--- src/rtl/cmos_pkg.sv ---
// cmos_pkg: constants shared by the CMOS camera stream generator.
//   - FSM state encodings (3-bit, IDLE..VFRONT)
//   - pattern selector encoding
//   - the eight RGB565 colour-bar values and a lookup helper
package cmos_pkg;

  localparam logic [2:0] ST_IDLE   = 3'd0;
  localparam logic [2:0] ST_VSYNC  = 3'd1;
  localparam logic [2:0] ST_VBACK  = 3'd2;
  localparam logic [2:0] ST_ACTIVE = 3'd3;
  localparam logic [2:0] ST_VFRONT = 3'd4;

  typedef enum logic [1:0] {
    PAT_BARS  = 2'd0,
    PAT_RAMP  = 2'd1,
    PAT_SOLID = 2'd2,
    PAT_CHECK = 2'd3
  } pattern_e;

  localparam logic [15:0] COL_WHITE   = 16'hFFFF;
  localparam logic [15:0] COL_YELLOW  = 16'hFFE0;
  localparam logic [15:0] COL_CYAN    = 16'h07FF;
  localparam logic [15:0] COL_GREEN   = 16'h07E0;
  localparam logic [15:0] COL_MAGENTA = 16'hF81F;
  localparam logic [15:0] COL_RED     = 16'hF800;
  localparam logic [15:0] COL_BLUE    = 16'h001F;
  localparam logic [15:0] COL_BLACK   = 16'h0000;

  // Bar index 0 is the leftmost bar.
  function automatic logic [15:0] bar_color(input logic [2:0] idx);
    logic [15:0] c;
    case (idx)
      3'd0:    c = COL_WHITE;
      3'd1:    c = COL_YELLOW;
      3'd2:    c = COL_CYAN;
      3'd3:    c = COL_GREEN;
      3'd4:    c = COL_MAGENTA;
      3'd5:    c = COL_RED;
      3'd6:    c = COL_BLUE;
      default: c = COL_BLACK;
    endcase
    return c;
  endfunction

endpackage

--- src/rtl/cmos_pattern_rom.sv ---
// cmos_pattern_rom: combinational test-pattern generator.
// Ports:
//   pattern_sel_i  2-bit pattern select (bars, ramp, solid, checkerboard)
//   x_i            pixel column within the line
//   y_i            active line number within the frame
//   solid_color_i  RGB565 colour used by the solid pattern
//   pix_o          RGB565 pixel value
module cmos_pattern_rom
  import cmos_pkg::*;
#(
  parameter logic [9:0] H_PIXELS = 10'd640
) (
  input  logic [1:0]  pattern_sel_i,
  input  logic [15:0] x_i,
  input  logic [15:0] y_i,
  input  logic [15:0] solid_color_i,
  output logic [15:0] pix_o
);

  logic [18:0] bar_scaled;
  logic [18:0] bar_full;
  logic [2:0]  bar_idx;

  always_comb begin
    // bar = x*8/H_PIXELS; divisor is a constant so this folds to fixed logic.
    bar_scaled = {x_i, 3'b000};
    bar_full   = bar_scaled / {9'd0, H_PIXELS};
    bar_idx    = (bar_full > 19'd7) ? 3'd7 : bar_full[2:0];
  end

  always_comb begin
    pix_o = 16'h0000;
    case (pattern_e'(pattern_sel_i))
      PAT_BARS:  pix_o = bar_color(bar_idx);
      PAT_RAMP:  pix_o = x_i + y_i;
      PAT_SOLID: pix_o = solid_color_i;
      PAT_CHECK: pix_o = (x_i[3] ^ y_i[3]) ? 16'hFFFF : 16'h0000;
      default:   pix_o = 16'h0000;
    endcase
  end

endmodule

--- src/rtl/cmos_stream_gen.sv ---
// cmos_stream_gen: emulates a CMOS image sensor's parallel output
// (vsync / href / 8-bit data, RGB565 high byte first) carrying test patterns.
// Ports:
//   cam_pclk     pixel clock, all state changes on its rising edge
//   rst_n        synchronous active-low reset
//   gen_en       run request, sampled only at frame boundaries
//   pattern_sel  pattern select, latched at frame start
//   solid_color  RGB565 colour for the solid pattern, latched at frame start
//   cam_vsync    frame sync, active high
//   cam_href     line valid, high only during active bytes
//   cam_data     pixel byte stream, 00 whenever href is low
//   frame_done   one-cycle pulse on the last cycle of the front porch
//
// state  | meaning
// IDLE   | stopped, waiting for gen_en
// VSYNC  | VS_LINES line periods with cam_vsync high
// VBACK  | V_BACK blank line periods
// ACTIVE | V_LINES lines: 2*H_PIXELS href-high cycles then H_BLANK low
// VFRONT | V_FRONT blank line periods; last cycle pulses frame_done
module cmos_stream_gen
  import cmos_pkg::*;
#(
  parameter logic [9:0] H_PIXELS = 10'd640,
  parameter logic [9:0] V_LINES  = 10'd480,
  parameter logic [9:0] H_BLANK  = 10'd144,
  parameter logic [9:0] VS_LINES = 10'd3,
  parameter logic [9:0] V_BACK   = 10'd17,
  parameter logic [9:0] V_FRONT  = 10'd10
) (
  input  logic        cam_pclk,
  input  logic        rst_n,
  input  logic        gen_en,
  input  logic [1:0]  pattern_sel,
  input  logic [15:0] solid_color,
  output logic        cam_vsync,
  output logic        cam_href,
  output logic [7:0]  cam_data,
  output logic        frame_done
);

  localparam logic [15:0] ACT_CYC  = 16'(32'(H_PIXELS) * 2);
  localparam logic [15:0] LINE_CYC = ACT_CYC + 16'(H_BLANK);
  localparam logic [15:0] H_LAST   = LINE_CYC - 16'd1;
  localparam logic [15:0] VS_LAST  = 16'(VS_LINES) - 16'd1;
  localparam logic [15:0] VB_LAST  = 16'(V_BACK) - 16'd1;
  localparam logic [15:0] VA_LAST  = 16'(V_LINES) - 16'd1;
  localparam logic [15:0] VF_LAST  = 16'(V_FRONT) - 16'd1;

  logic [2:0]  state_q, state_d;
  logic [15:0] h_cnt_q, h_cnt_d;
  logic [15:0] line_cnt_q, line_cnt_d;
  logic [1:0]  pat_q, pat_d;
  logic [15:0] solid_q, solid_d;

  logic        line_end;
  logic        seg_end;
  logic [15:0] seg_last;
  logic [15:0] pix;

  // Line count at which the current state's segment ends.
  always_comb begin
    seg_last = 16'd0;
    case (state_q)
      ST_VSYNC:  seg_last = VS_LAST;
      ST_VBACK:  seg_last = VB_LAST;
      ST_ACTIVE: seg_last = VA_LAST;
      ST_VFRONT: seg_last = VF_LAST;
      default:   seg_last = 16'd0;
    endcase
  end

  assign line_end = (h_cnt_q == H_LAST);
  assign seg_end  = (line_cnt_q == seg_last);

  always_comb begin
    state_d    = state_q;
    h_cnt_d    = h_cnt_q;
    line_cnt_d = line_cnt_q;
    pat_d      = pat_q;
    solid_d    = solid_q;
    case (state_q)
      ST_VSYNC, ST_VBACK, ST_ACTIVE, ST_VFRONT: begin
        if (line_end) begin
          h_cnt_d = 16'd0;
          if (seg_end) begin
            line_cnt_d = 16'd0;
            case (state_q)
              ST_VSYNC:  state_d = ST_VBACK;
              ST_VBACK:  state_d = ST_ACTIVE;
              ST_ACTIVE: state_d = ST_VFRONT;
              default: begin
                // End of front porch: start the next frame without a gap
                // if still enabled, re-latching the pattern controls.
                if (gen_en) begin
                  state_d = ST_VSYNC;
                  pat_d   = pattern_sel;
                  solid_d = solid_color;
                end else begin
                  state_d = ST_IDLE;
                end
              end
            endcase
          end else begin
            line_cnt_d = line_cnt_q + 16'd1;
          end
        end else begin
          h_cnt_d = h_cnt_q + 16'd1;
        end
      end
      default: begin
        // IDLE, and recovery from any unused encoding.
        h_cnt_d    = 16'd0;
        line_cnt_d = 16'd0;
        state_d    = ST_IDLE;
        if (gen_en) begin
          state_d = ST_VSYNC;
          pat_d   = pattern_sel;
          solid_d = solid_color;
        end
      end
    endcase
  end

  always_ff @(posedge cam_pclk) begin
    if (!rst_n) begin
      state_q    <= ST_IDLE;
      h_cnt_q    <= 16'd0;
      line_cnt_q <= 16'd0;
      pat_q      <= 2'd0;
      solid_q    <= 16'd0;
    end else begin
      state_q    <= state_d;
      h_cnt_q    <= h_cnt_d;
      line_cnt_q <= line_cnt_d;
      pat_q      <= pat_d;
      solid_q    <= solid_d;
    end
  end

  // Two bytes per pixel: h_cnt[0] selects the byte, the rest is the column.
  cmos_pattern_rom #(
    .H_PIXELS(H_PIXELS)
  ) u_rom (
    .pattern_sel_i(pat_q),
    .x_i          ({1'b0, h_cnt_q[15:1]}),
    .y_i          (line_cnt_q),
    .solid_color_i(solid_q),
    .pix_o        (pix)
  );

  // Outputs decode registered state only, so they move on cam_pclk edges.
  assign cam_vsync  = (state_q == ST_VSYNC);
  assign cam_href   = (state_q == ST_ACTIVE) && (h_cnt_q < ACT_CYC);
  assign frame_done = (state_q == ST_VFRONT) && line_end && seg_end;
  assign cam_data   = !cam_href  ? 8'h00 :
                      h_cnt_q[0] ? pix[7:0] : pix[15:8];

endmodule

--- config.mk ---
export PLATFORM = sky130hd
export DESIGN_NAME = cmos_stream_gen
export DESIGN_NICKNAME = d
export VERILOG_FILES = /design/src/rtl/cmos_pkg.sv /design/src/rtl/cmos_pattern_rom.sv /design/src/rtl/cmos_stream_gen.sv
export SDC_FILE = /design/constraint.sdc
export NUM_CORES = 1
export LEC_CHECK = 0
export CORE_ASPECT_RATIO = 1.75
export CORE_MARGIN = 10
export CORE_UTILIZATION = 55
export CTS_BUF_LIST = sky130_fd_sc_hd__clkbuf_4
export DETAILED_ROUTE_END_ITERATION = 12
export PLACE_DENSITY = 0.79
export SLEW_MARGIN = 5
export SYNTH_ARGS = -nofsm -noshare
export SYNTH_HDL_FRONTEND = slang
export SYNTH_SLANG_ARGS = --single-unit
export TNS_END_PERCENT = 1
--- constraint.sdc ---
create_clock -name cam_pclk -period 4.15 [get_ports cam_pclk]
set_input_delay 0.83 -clock cam_pclk [delete_from_list [all_inputs] [get_ports cam_pclk]]
set_output_delay 0.83 -clock cam_pclk [all_outputs]
set_load 0.03 [all_outputs]
==> results of run 1 <==
[critical path: stages (launching register included)]
cell	delay, ns
dfxtp_4	0.40
or2_4	0.27
or4_4	0.50
o211ai_4	0.15
or3_4	0.23
nor2_2	0.05
o31a_1	0.32
a221oi_2	0.27
nor3b_2	0.09
o41a_1	0.50
o22ai_1	0.19
buf_4	0.20
[cell usage after synthesis, types with 7 or more instances]
cell type  count
or3_1          8
xnor2_1       24
nand2_1       85
a21boi_0      10
o22ai_1        7
buf_2         13
a31oi_1        7
and3_1         9
nand4_1       10
o21ai_0       37
inv_1         15
a21boi_1       9
xor2_1        17
nor3_1        14
nor2_1        55
a21oi_1       28
nand3_1       18
nor4_1         7
dfxtp_1       53
clkbuf_1      17
o31ai_1       15
ha_1          17
[cells by family after synthesis]
logic type               count (synthesis)
XOR/XNOR                                41
AO/OA/AOI/OAI                          162
flip-flops                              53
multiplexers                             2
AND/OR/NAND/NOR                        244
adder cells (fa/ha/maj)                 18
buffers and inverters                   50
[repair_timing]
action,4_1_cts,5_1_grt
setup endpoints to repair,8,9
gates cloned,0,0
pin swaps,2,12
resized for setup,23,26
hold buffers,0,0
setup buffers,6,5
[flip-flops by register name (all words and copies together), names as in the netlist]
name / flops
h_cnt_q: 16
pat_q: 2
solid_q: 16
state_q: 3
line_cnt_q: 16
[cell type report]
| type | count | area (um^2) |
|---|---|---|
| inverters | 16 | 60.06 |
| well taps | 88 | 110.1 |
| clock buffers | 7 | 52.55 |
| fillers | 665 | 2537 |
| diodes | 1 | 2.502 |
| flip-flops and latches | 53 | 1084 |
| repair buffers | 63 | 538.0 |
| clock inverters | 1 | 7.507 |
| multi-input cells | 467 | 3070 |
[worst max-delay path by stage]
stage	start	end	slack [ns]	cells past startpoint
2_1_floorplan	h_cnt_q[11]$_SDFF_PP0_	cam_data[4]	0.19	11
3_3_place_gp	h_cnt_q[10]$_SDFF_PP0_	cam_data[0]	0.13	11
3_5_place_dp	h_cnt_q[10]$_SDFF_PP0_	cam_data[1]	0.03	11
4_1_cts	h_cnt_q[11]$_SDFF_PP0_	cam_data[1]	-0.08	11
5_1_grt	h_cnt_q[15]$_SDFF_PP0_	cam_data[3]	-0.36	11
6_report	h_cnt_q[15]$_SDFF_PP0_	cam_data[3]	-0.22	11
[per-layer routing]
| layer | routed length (um) | vias to the layer above | track usage (%) |
|---|---|---|---|
| met2 | 6847 | 147 | 40.47 |
| met5 | 0 | - | 0 |
| li1 | - | 2121 | - |
| met4 | 729 | 0 | 13.88 |
| met3 | 436 | 49 | 2.651 |
| met1 | 4468 | 2059 | 20.45 |
[power by group]
| group | leakage, nW | switching (W) | internal (W) |
|---|---|---|---|
| clock | 0.0324 | 0.000166 | 0.0000802 |
| sequential | 0.435 | 0.0000125 | 0.000517 |
| combinational | 1.42 | 0.0000542 | 0.0000431 |
| total | 1.89 | 0.000232 | 0.000640 |
[per-stage QoR]
stage | setup slack [ns] | cell area [um^2] | utilization (%)
final | -0.2199 | 4925 | 66.00
after CTS | -0.08100 | 4755 | 63.72
after floorplan | 0.1861 | 4168 | -
after detailed placement | 0.02637 | 4573 | 61.28
after global placement | 0.1303 | 4573 | 61.28
after global routing | -0.3553 | 4925 | 66.00
==> metrics.md, run 1 <==
| Metric | Value |
|---|---|
| CP Max Fanout | `8` |
| Clk_skew | `0.01117 ns` |
| Port-buffer cells | `31` |
| Pwr dens | `177.1 nW/um^2` |
| Setup slack after layout | `-0.2199 ns` |
| Largest net degree at the start of global routing | `25` |
| Cell taking the most area after synthesis | `dfxtp_1` |
| Vias in the first global route | `4,368` |
| Syn Nets | `609` |
| Post-DP HPWL | `9.739 mm` |
| Initial DRC Count | `296` |
| Setup TNS | `-0.8527 ns` |
| Die Wd | `85.81 um` |
| R2R Setup Slk | `0.81 ns` |
| Worst-margin pin slew | `0.8624 ns` |
| Ports | `32` |
| Vias | `4,376` |
| H-Tree Level Count | `2` |
| Largest family of logic cells by synthesized area | `simple AND/OR/NAND/NOR gates` |
| Startpoint types | `register` |
| Asr flop ratio synth | `0%` |
| Post-synth top flop | `dfxtp_1` |
| DR DRC count | `0` |
| Total power | `0.0008722 W` |
| Hold Path Sink | `solid_q[15]$_SDFFE_PN0P_` |
| Synth cell types | `70` |
| Clk Latency, worst-skew pair | `0.39 ns` |
| Hold Crit Class | `reg2reg` |
| Total gr overflow | `0` |
| Syn avg cell area | `7.312 um^2` |
| Overall Global Routing Usage | `21.26%` |
| Failing checks | `setup timing` |
| Die area | `11,600 um^2` |
| Clock sinks | `53` |
| WHS | `0.4664 ns` |
| Worst slew margin | `41.98%` |
| Max-cap viol count | `0` |
| Mux cell area share after synthesis | `0.4803%` |
| Final WL | `12.48 mm` |
| Reg-to-Reg End | `line_cnt_q[9]$_SDFFE_PN0P_` |
| Max Slew Vio Count | `0` |
| CTS tree | `yes` |
| Antenna violations before repair | `1` |
| Root buf cell | `clkbuf_4` |
| Worst hold path cell count | `2` |
| Crit path kind | `reg2out` |
| Post-Synthesis Cells | `570` |
| RSZ-0062 raised after global routing | `true` |
| Commonest non-fill, non-tap cells in the layout | `nand2_1 (84), nor2_1 (54), dfxtp_1 (47)` |
| WP data arrival | `3.54 ns` |
| Synthesis-stage register bit count | `53` |
| Adder-Cell Fraction of Synth Area | `5.584%` |
| Hold Violations, Final | `0` |
| Yosys top cell area share | `25.46%` |
| Final nets | `645` |
| Core region area | `7462 um^2` |
| Simple-gate share of the synthesized area | `28.58%` |
| Per-cell routed wire length | `17.93 um` |
| Register area share after synthesis | `25.46%` |
| Status | `finished, violations left` |
| Top achievable clock speed | `228.8 MHz` |
| R2r worst-path depth | `10` |
| Remaining antenna violation count | `0` |
| First-pass iteration count of the detailed router | `5` |
| Deepest clock path buffer count | `2` |
| Synth Area in Compound Gates | `26.18%` |
| Post-Syn Area | `4168 um^2` |
| Die H | `135.2 um` |
| Critical Path End Type | `primary output` |
| RR Startpoint | `h_cnt_q[15]$_SDFF_PP0_` |
| First-pass GRT wire length | `20.28 mm` |
| Cell Count, Final, Fillers Out | `696` |
| Clock slew at reported path FFs | `0.14 ns` |
| Synth Warn # | `0` |
| Final Setup Violations | `7` |
| Placed cells | `676` |
| Leak pwr | `1.890 nW` |
| Share of cells above drive strength 1 | `15.49%` |
| Min-delay src | `solid_q[15]$_SDFFE_PN0P_` |
| Routed vias/inst | `6.287` |
| EDFF count, synth | `0` |
| Req. time, crit path | `3.32 ns` |
| Crit share post-route | `105.3%` |
| Main area contributors after synthesis | `dfxtp_1 (25%), nand2_1 (7.7%), ha_1 (5.1%)` |
| Commonest non-fill, non-tap cell in the layout | `nand2_1` |
| RePlAce Congestion | `0.9745` |
| VDD IR max | `196.4 uV` |
| Area delta synth->final | `18.16%` |
| Fin crit period | `4.370 ns` |
| Post-Synth XOR/XNOR Area | `8.616%` |
| Initial Utilization | `55.85%` |
| Site Rows | `42` |
| TritonCTS Buffers | `5` |
(Power assumes the default switching activity.)
==> inputs of run 2 (changes only) <==
--- a/config.mk
+++ b/config.mk
@@ -12,5 +12,5 @@
 export DETAILED_ROUTE_END_ITERATION = 12
 export PLACE_DENSITY = 0.79
-export SLEW_MARGIN = 5
+export SLEW_MARGIN = 40
 export SYNTH_ARGS = -nofsm -noshare
 export SYNTH_HDL_FRONTEND = slang
==> constraint.sdc (replaced) <==
create_clock -name cam_pclk -period 4.15 [get_ports cam_pclk]
set_input_delay 0.83 -clock cam_pclk [delete_from_list [all_inputs] [get_ports cam_pclk]]
set_output_delay 0.83 -clock cam_pclk [all_outputs]
set_load 0.1 [all_outputs]
==> metrics.md, run 2 (synthesis results as in run 1) <==
| Metric | Value |
|---|---|
| Status | `finished, violations left` |
| Failing checks | `setup timing` |
| Reg power frac | `58.9%` |
| CP top delay family | `compound AO/OA/AOI/OAI gates` |
| Ports | `32` |
| Final nets | `648` |
| Combinational group share of total power | `12.2%` |
| Port-buffer cells | `31` |
| DR DRC count | `0` |
| Remaining antenna violation count | `0` |
| Commonest non-fill, non-tap cells in the layout | `nand2_1 (83), nor2_1 (53), dfxtp_1 (45)` |
| Initial DRC Count | `283` |
| Initial Utilization | `55.85%` |
| H-Tree Level Count | `2` |
| GR Util met1 | `19.29%` |
| Leak pwr | `1.939 nW` |
| Final Setup Violations | `8` |
| CTS tree | `yes` |
| Pwr dens | `175.4 nW/um^2` |
| Setup slack after layout | `-0.2793 ns` |
| Met3 Usage GRT | `3.554%` |
| TritonCTS Buffers | `5` |
| Top achievable clock speed | `225.8 MHz` |
| Req. time, crit path | `3.32 ns` |
| Max-cap viol count | `0` |
| Crit-path cells | `buf_4 > xor2_2 > o211ai_1 > a31oi_4 > nor3_2 > nor2_1 > a211oi_1 > o21ai_2 > nor3b_1 > o41a_1 > buf_6 > o22ai_4 > buf_12` |
| Crit share post-route | `106.7%` |
| Area delta synth->final | `22.55%` |
| Critical Path End Type | `primary output` |
| Pint | `0.0006337 W` |
| CP Max Fanout | `6` |
| Largest net degree at the start of global routing | `29` |
| Vias in the first global route | `4,179` |
| Commonest non-fill, non-tap cell in the layout | `nand2_1` |
| Worst-margin pin slew | `0.6949 ns` |
| WP data arrival | `3.60 ns` |
| Total gr overflow | `0` |
| Switching portion of total power | `29.27%` |
| Post-CTS Hold Buffers | `0` |
| Slowest cell on the critical path | `dfxtp_4` |
| P_sw | `0.0002623 W` |
| Max Slew Vio Count | `0` |
| Clock slew at reported path FFs | `0.18 ns` |
| Die area | `11,600 um^2` |
| Deepest clock path buffer count | `2` |
| Die Wd | `85.81 um` |
| Hold Crit Class | `reg2reg` |
| Site Rows | `42` |
| VDD IR max | `396.7 uV` |
| Final WL | `12.37 mm` |
| Number of antenna diodes | `0` |
| Largest regs | `h_cnt_q (16), line_cnt_q (16), solid_q (16)` |
| Clk_skew | `0.02297 ns` |
| Post-DP HPWL | `9.448 mm` |
| Post-Layout Inst Area | `5107 um^2` |
| Met2 Track Usage GR | `37.96%` |
| Antenna violations before repair | `0` |
| Routed vias/inst | `6.301` |
| Worst path max stage delay | `0.40 ns` |
| Die H | `135.2 um` |
| Startpoint types | `register` |
| Overall Global Routing Usage | `20.36%` |
| Worst slew margin | `53.55%` |
| Per-cell routed wire length | `17.72 um` |
| Root buf cell | `clkbuf_4` |
| Setup TNS | `-1.433 ns` |
| Gr busiest metal | `met2` |
| First-pass iteration count of the detailed router | `8` |
| Crit path kind | `reg2out` |
| Core region area | `7462 um^2` |
| CP bufs+invs | `3` |
| First-pass GRT wire length | `19.55 mm` |
| Hold Violations, Final | `0` |
| Clock share of power | `28.9%` |
| RePlAce Congestion | `0.9242` |
| Area after DPL | `4813 um^2` |
| Clk Latency, worst-skew pair | `0.41 ns` |
| Fin crit period | `4.429 ns` |
| RSZ-0062 raised after global routing | `true` |
| Share of cells above drive strength 1 | `17.54%` |
| Clock sinks | `53` |
| Vias | `4,398` |
-- run 2: cell types whose count changed in the layout (fill, tap and decap cells not counted), moves of 3 or more --
cell | before | now
buf_12 | 0 | 8
dfxtp_2 | 0 | 5
o22ai_1 | 5 | 1
o22ai_4 | 0 | 4
clkdlybuf4s50_1 | 23 | 20
dfxtp_4 | 6 | 3
-- run 2: worst min-delay path, delay by kind of cell (launching register included) --
kind / cells / cell delay, ns
AND/OR/NAND/NOR: 1 / 0.05
flip-flops: 1 / 0.34
AO/OA/AOI/OAI: 1 / 0.05
-- run 2: power groups by stage --
stage	Clock (W)	Sequential, W	Combinational [W]
6_report	0.000259	0.000528	0.000109
5_1_grt	0.000277	0.000529	0.000119
4_1_cts	0.000263	0.000528	0.000106
3_5_place_dp	0	0.000540	0.000105
3_3_place_gp	0	0.000540	0.000103
2_1_floorplan	0	0.000536	0.0000727
-- run 2: what timing repair did --
| item | in CTS | in global routing |
|---|---|---|
| setup buffers | 2 | 3 |
| pin swaps | 5 | 10 |
| cloned | 0 | 0 |
| gates resized for setup | 24 | 26 |
| endpoints found under the setup margin | 8 | 8 |
-- run 2: layout make-up --
type | instances | area (um^2)
Tap cell | 88 | 110.1
Sequential cell | 53 | 1079
Multi-Input combinational cell | 467 | 3148
Clock buffer | 5 | 37.54
Timing Repair Buffer | 66 | 646.9
Inverter | 16 | 60.06
Clock inverter | 3 | 26.28
Fill cell | 649 | 2355
-- run 2: metrics by stage --
stage               cells  power (W)  setup slack [ns]  utilization, %  hold slack [ns]
detailed placement    685  0.0006453           0.02325           64.50           0.4501
global route          698  0.0009255           -0.4657           68.44           0.5027
floorplan             570  0.0006090           -0.1166               -           0.4300
finish                698  0.0008961           -0.2793           68.44           0.4752
global placement      685  0.0006429            0.1098           64.57           0.4427
CTS                   695  0.0008979           -0.2528           66.63           0.4735
-- run 2: path summary, 6_finish.rpt --
kind / start / to / slack, ns / depth (start not counted)
max: h_cnt_q[11]$_SDFF_PP0_ / cam_data[1] / -0.28 / 13
min: solid_q[13]$_SDFFE_PN0P_ / solid_q[13]$_SDFFE_PN0P_ / 0.48 / 2
max reg2reg: state_q[0]$_SDFFE_PN0P_ / solid_q[9]$_SDFFE_PN0P_ / 0.99 / 10
min reg2reg: solid_q[13]$_SDFFE_PN0P_ / solid_q[13]$_SDFFE_PN0P_ / 0.48 / 2
-- run 2: layer usage --
layer  up-vias  wire, um
li1       2139         -
met4         0       759
met3        47       449
met5         -         0
met1      2068      4466
met2       144      6696
==> inputs of run 3 (changes only) <==
Settings changed: CORE_ASPECT_RATIO 1.75 to default, PLACE_DENSITY 0.79 to 0.82.
Clock period 4.15 ns to 3.7 ns, I/O delays scaled along.
==> metrics.md, run 3 (synthesis results as in run 1) <==
| Metric | Value |
|---|---|
| Stages on the worst setup path | `12` |
| Worst hold path cell count | `2` |
| RePlAce Congestion | `0.9662` |
| Remaining antenna violation count | `0` |
| Leak pwr | `2.103 nW` |
| Max-cap viol count | `0` |
| Post-Layout Inst Area | `5355 um^2` |
| Pre-CTS WS | `-0.3656 ns` |
| Ports | `32` |
| Total gr overflow | `0` |
| Area after DPL | `5184 um^2` |
| Setup TNS | `-3.450 ns` |
| Final WL | `12.36 mm` |
| WP data arrival | `3.51 ns` |
| Crit share post-route | `114.8%` |
| Vias | `4,487` |
| Status | `finished, violations left` |
| Worst-margin pin slew | `0.6670 ns` |
| RR Startpoint | `h_cnt_q[11]$_SDFF_PP0_` |
| Largest regs | `h_cnt_q (16), line_cnt_q (16), solid_q (16)` |
| Commonest non-fill, non-tap cells in the layout | `nand2_1 (84), buf_4 (69), nor2_1 (53)` |
| Post-DP HPWL | `9.559 mm` |
| First-pass GRT wire length | `20.63 mm` |
| Worst path max stage delay | `0.49 ns` |
| Startpoint types | `register` |
| CP top delay family | `compound AO/OA/AOI/OAI gates` |
| Largest net degree at the start of global routing | `30` |
| Site Rows | `31` |
| Clk_skew | `0.01642 ns` |
| RSZ-0062 raised after global routing | `true` |
| H-Tree Level Count | `2` |
| Antenna violations before repair | `0` |
| Routed vias/inst | `6.047` |
| Area delta synth->final | `28.49%` |
| Hold Path Sink | `solid_q[15]$_SDFFE_PN0P_` |
| Crit path kind | `reg2out` |
| TritonCTS Buffers | `5` |
| Final Setup Violations | `8` |
| Req. time, crit path | `2.96 ns` |
| Root buf cell | `clkbuf_4` |
| Die area | `11,460 um^2` |
| Commonest non-fill, non-tap cell in the layout | `nand2_1` |
| Vias in the first global route | `4,257` |
| Port-buffer cells | `31` |
| CTS tree | `yes` |
| Initial Utilization | `57.16%` |
| WHS | `0.4755 ns` |
| Clk Latency, worst-skew pair | `0.39 ns` |
| Core region area | `7292 um^2` |
| Slowest cell on the critical path | `or4_4` |
| Fin crit period | `4.248 ns` |
| Crit-path cells | `or2_4 > or4_4 > o211ai_4 > or3_4 > a21oi_2 > o311a_1 > a221oi_2 > nor3b_2 > o41a_1 > buf_6 > o22ai_4 > buf_12` |
| Number of antenna diodes | `0` |
| Die H | `107.1 um` |
| Deepest clock path buffer count | `2` |
| Clock slew at reported path FFs | `0.15 ns` |
| VDD IR max | `173.2 uV` |
| Per-cell routed wire length | `16.66 um` |
| Filler cell count in the final layout | `585` |
| Final nets | `682` |
| CP Max Fanout | `7` |
| Min-delay src | `solid_q[15]$_SDFFE_PN0P_` |
| Pwr dens | `182.8 nW/um^2` |
| Clock sinks | `53` |
| Failing checks | `setup timing` |
| Hold Crit Class | `reg2reg` |
| Die Wd | `107.1 um` |
| First-pass iteration count of the detailed router | `6` |
| Post-CTS Hold Buffers | `0` |
| Overall Global Routing Usage | `21.52%` |
| Top achievable clock speed | `235.4 MHz` |
| Critical Path End Type | `primary output` |
| Max Slew Vio Count | `0` |
| R2r worst-path depth | `10` |
| CP bufs+invs | `2` |
| Share of cells above drive strength 1 | `21.15%` |
| Hold Violations, Final | `0` |
| Worst slew margin | `55.41%` |
| Initial DRC Count | `394` |
| Setup slack after layout | `-0.5478 ns` |
| DR DRC count | `0` |
| Reg-to-Reg End | `solid_q[2]$_SDFFE_PN0P_` |
| R2R Setup Slk | `0.59 ns` |
[run 3: cell type report]
class / count / area, um^2 / area share (%)
repair buffers: 100 / 920.9 / 17.20
inverters: 16 / 60.06 / 1.121
well taps: 99 / 123.9 / 2.313
clock buffers: 5 / 37.54 / 0.7009
clock inverters: 2 / 11.26 / 0.2103
multi-input cells: 467 / 3127 / 58.39
flip-flops and latches: 53 / 1075 / 20.07
[run 3: worst max-delay path by stage]
stage                                start     endpoint  slack [ns]
global placement    h_cnt_q[11]$_SDFF_PP0_  cam_data[0]       -0.28
detailed placement  h_cnt_q[11]$_SDFF_PP0_  cam_data[0]       -0.37
global route        h_cnt_q[11]$_SDFF_PP0_  cam_data[1]       -0.67
finish              h_cnt_q[11]$_SDFF_PP0_  cam_data[0]       -0.55
floorplan           h_cnt_q[11]$_SDFF_PP0_  cam_data[4]       -0.44
CTS                 h_cnt_q[11]$_SDFF_PP0_  cam_data[0]       -0.52
[run 3: worst min-delay path: stages, from the launching register on]
cell	delay [ns]
dfxtp_1	0.34
nand2_1	0.05
a21boi_1	0.05
[run 3: layer usage]
| layer | track usage (%) | share of wire, % | vias up |
|---|---|---|---|
| li1 | - | - | 2200 |
| met1 | 27.60 | 44 | 2074 |
| met2 | 34.99 | 47 | 183 |
| met3 | 3.892 | 6.3 | 30 |
| met4 | 8.124 | 3.1 | 0 |
| met5 | 0 | 0 | - |
[run 3: per-stage QoR]
stage          util, %  instances  total power, W
4_1_cts          72.80        742       0.0009826
6_report         73.44        742       0.0009787
3_3_place_gp     71.09        735       0.0007239
3_5_place_dp     71.09        735       0.0007282
2_1_floorplan        -        570       0.0006868
5_1_grt          73.44        742        0.001021
[run 3: power by group]
part / total, W / leakage [nW] / internal [W] / switching, W
Clock: 0.000261 / 0.0247 / 0.0000688 / 0.000193
Sequential: 0.000592 / 0.434 / 0.000583 / 0.00000970
Combinational: 0.000125 / 1.64 / 0.0000518 / 0.0000734
Total: 0.000979 / 2.10 / 0.000703 / 0.000276
[run 3: what timing repair did]
item	CTS	global route
pin swaps	13	0
buffers inserted	1	0
endpoints found under the setup margin	8	9
hold endpoints to repair	0	0
resized for setup	24	13
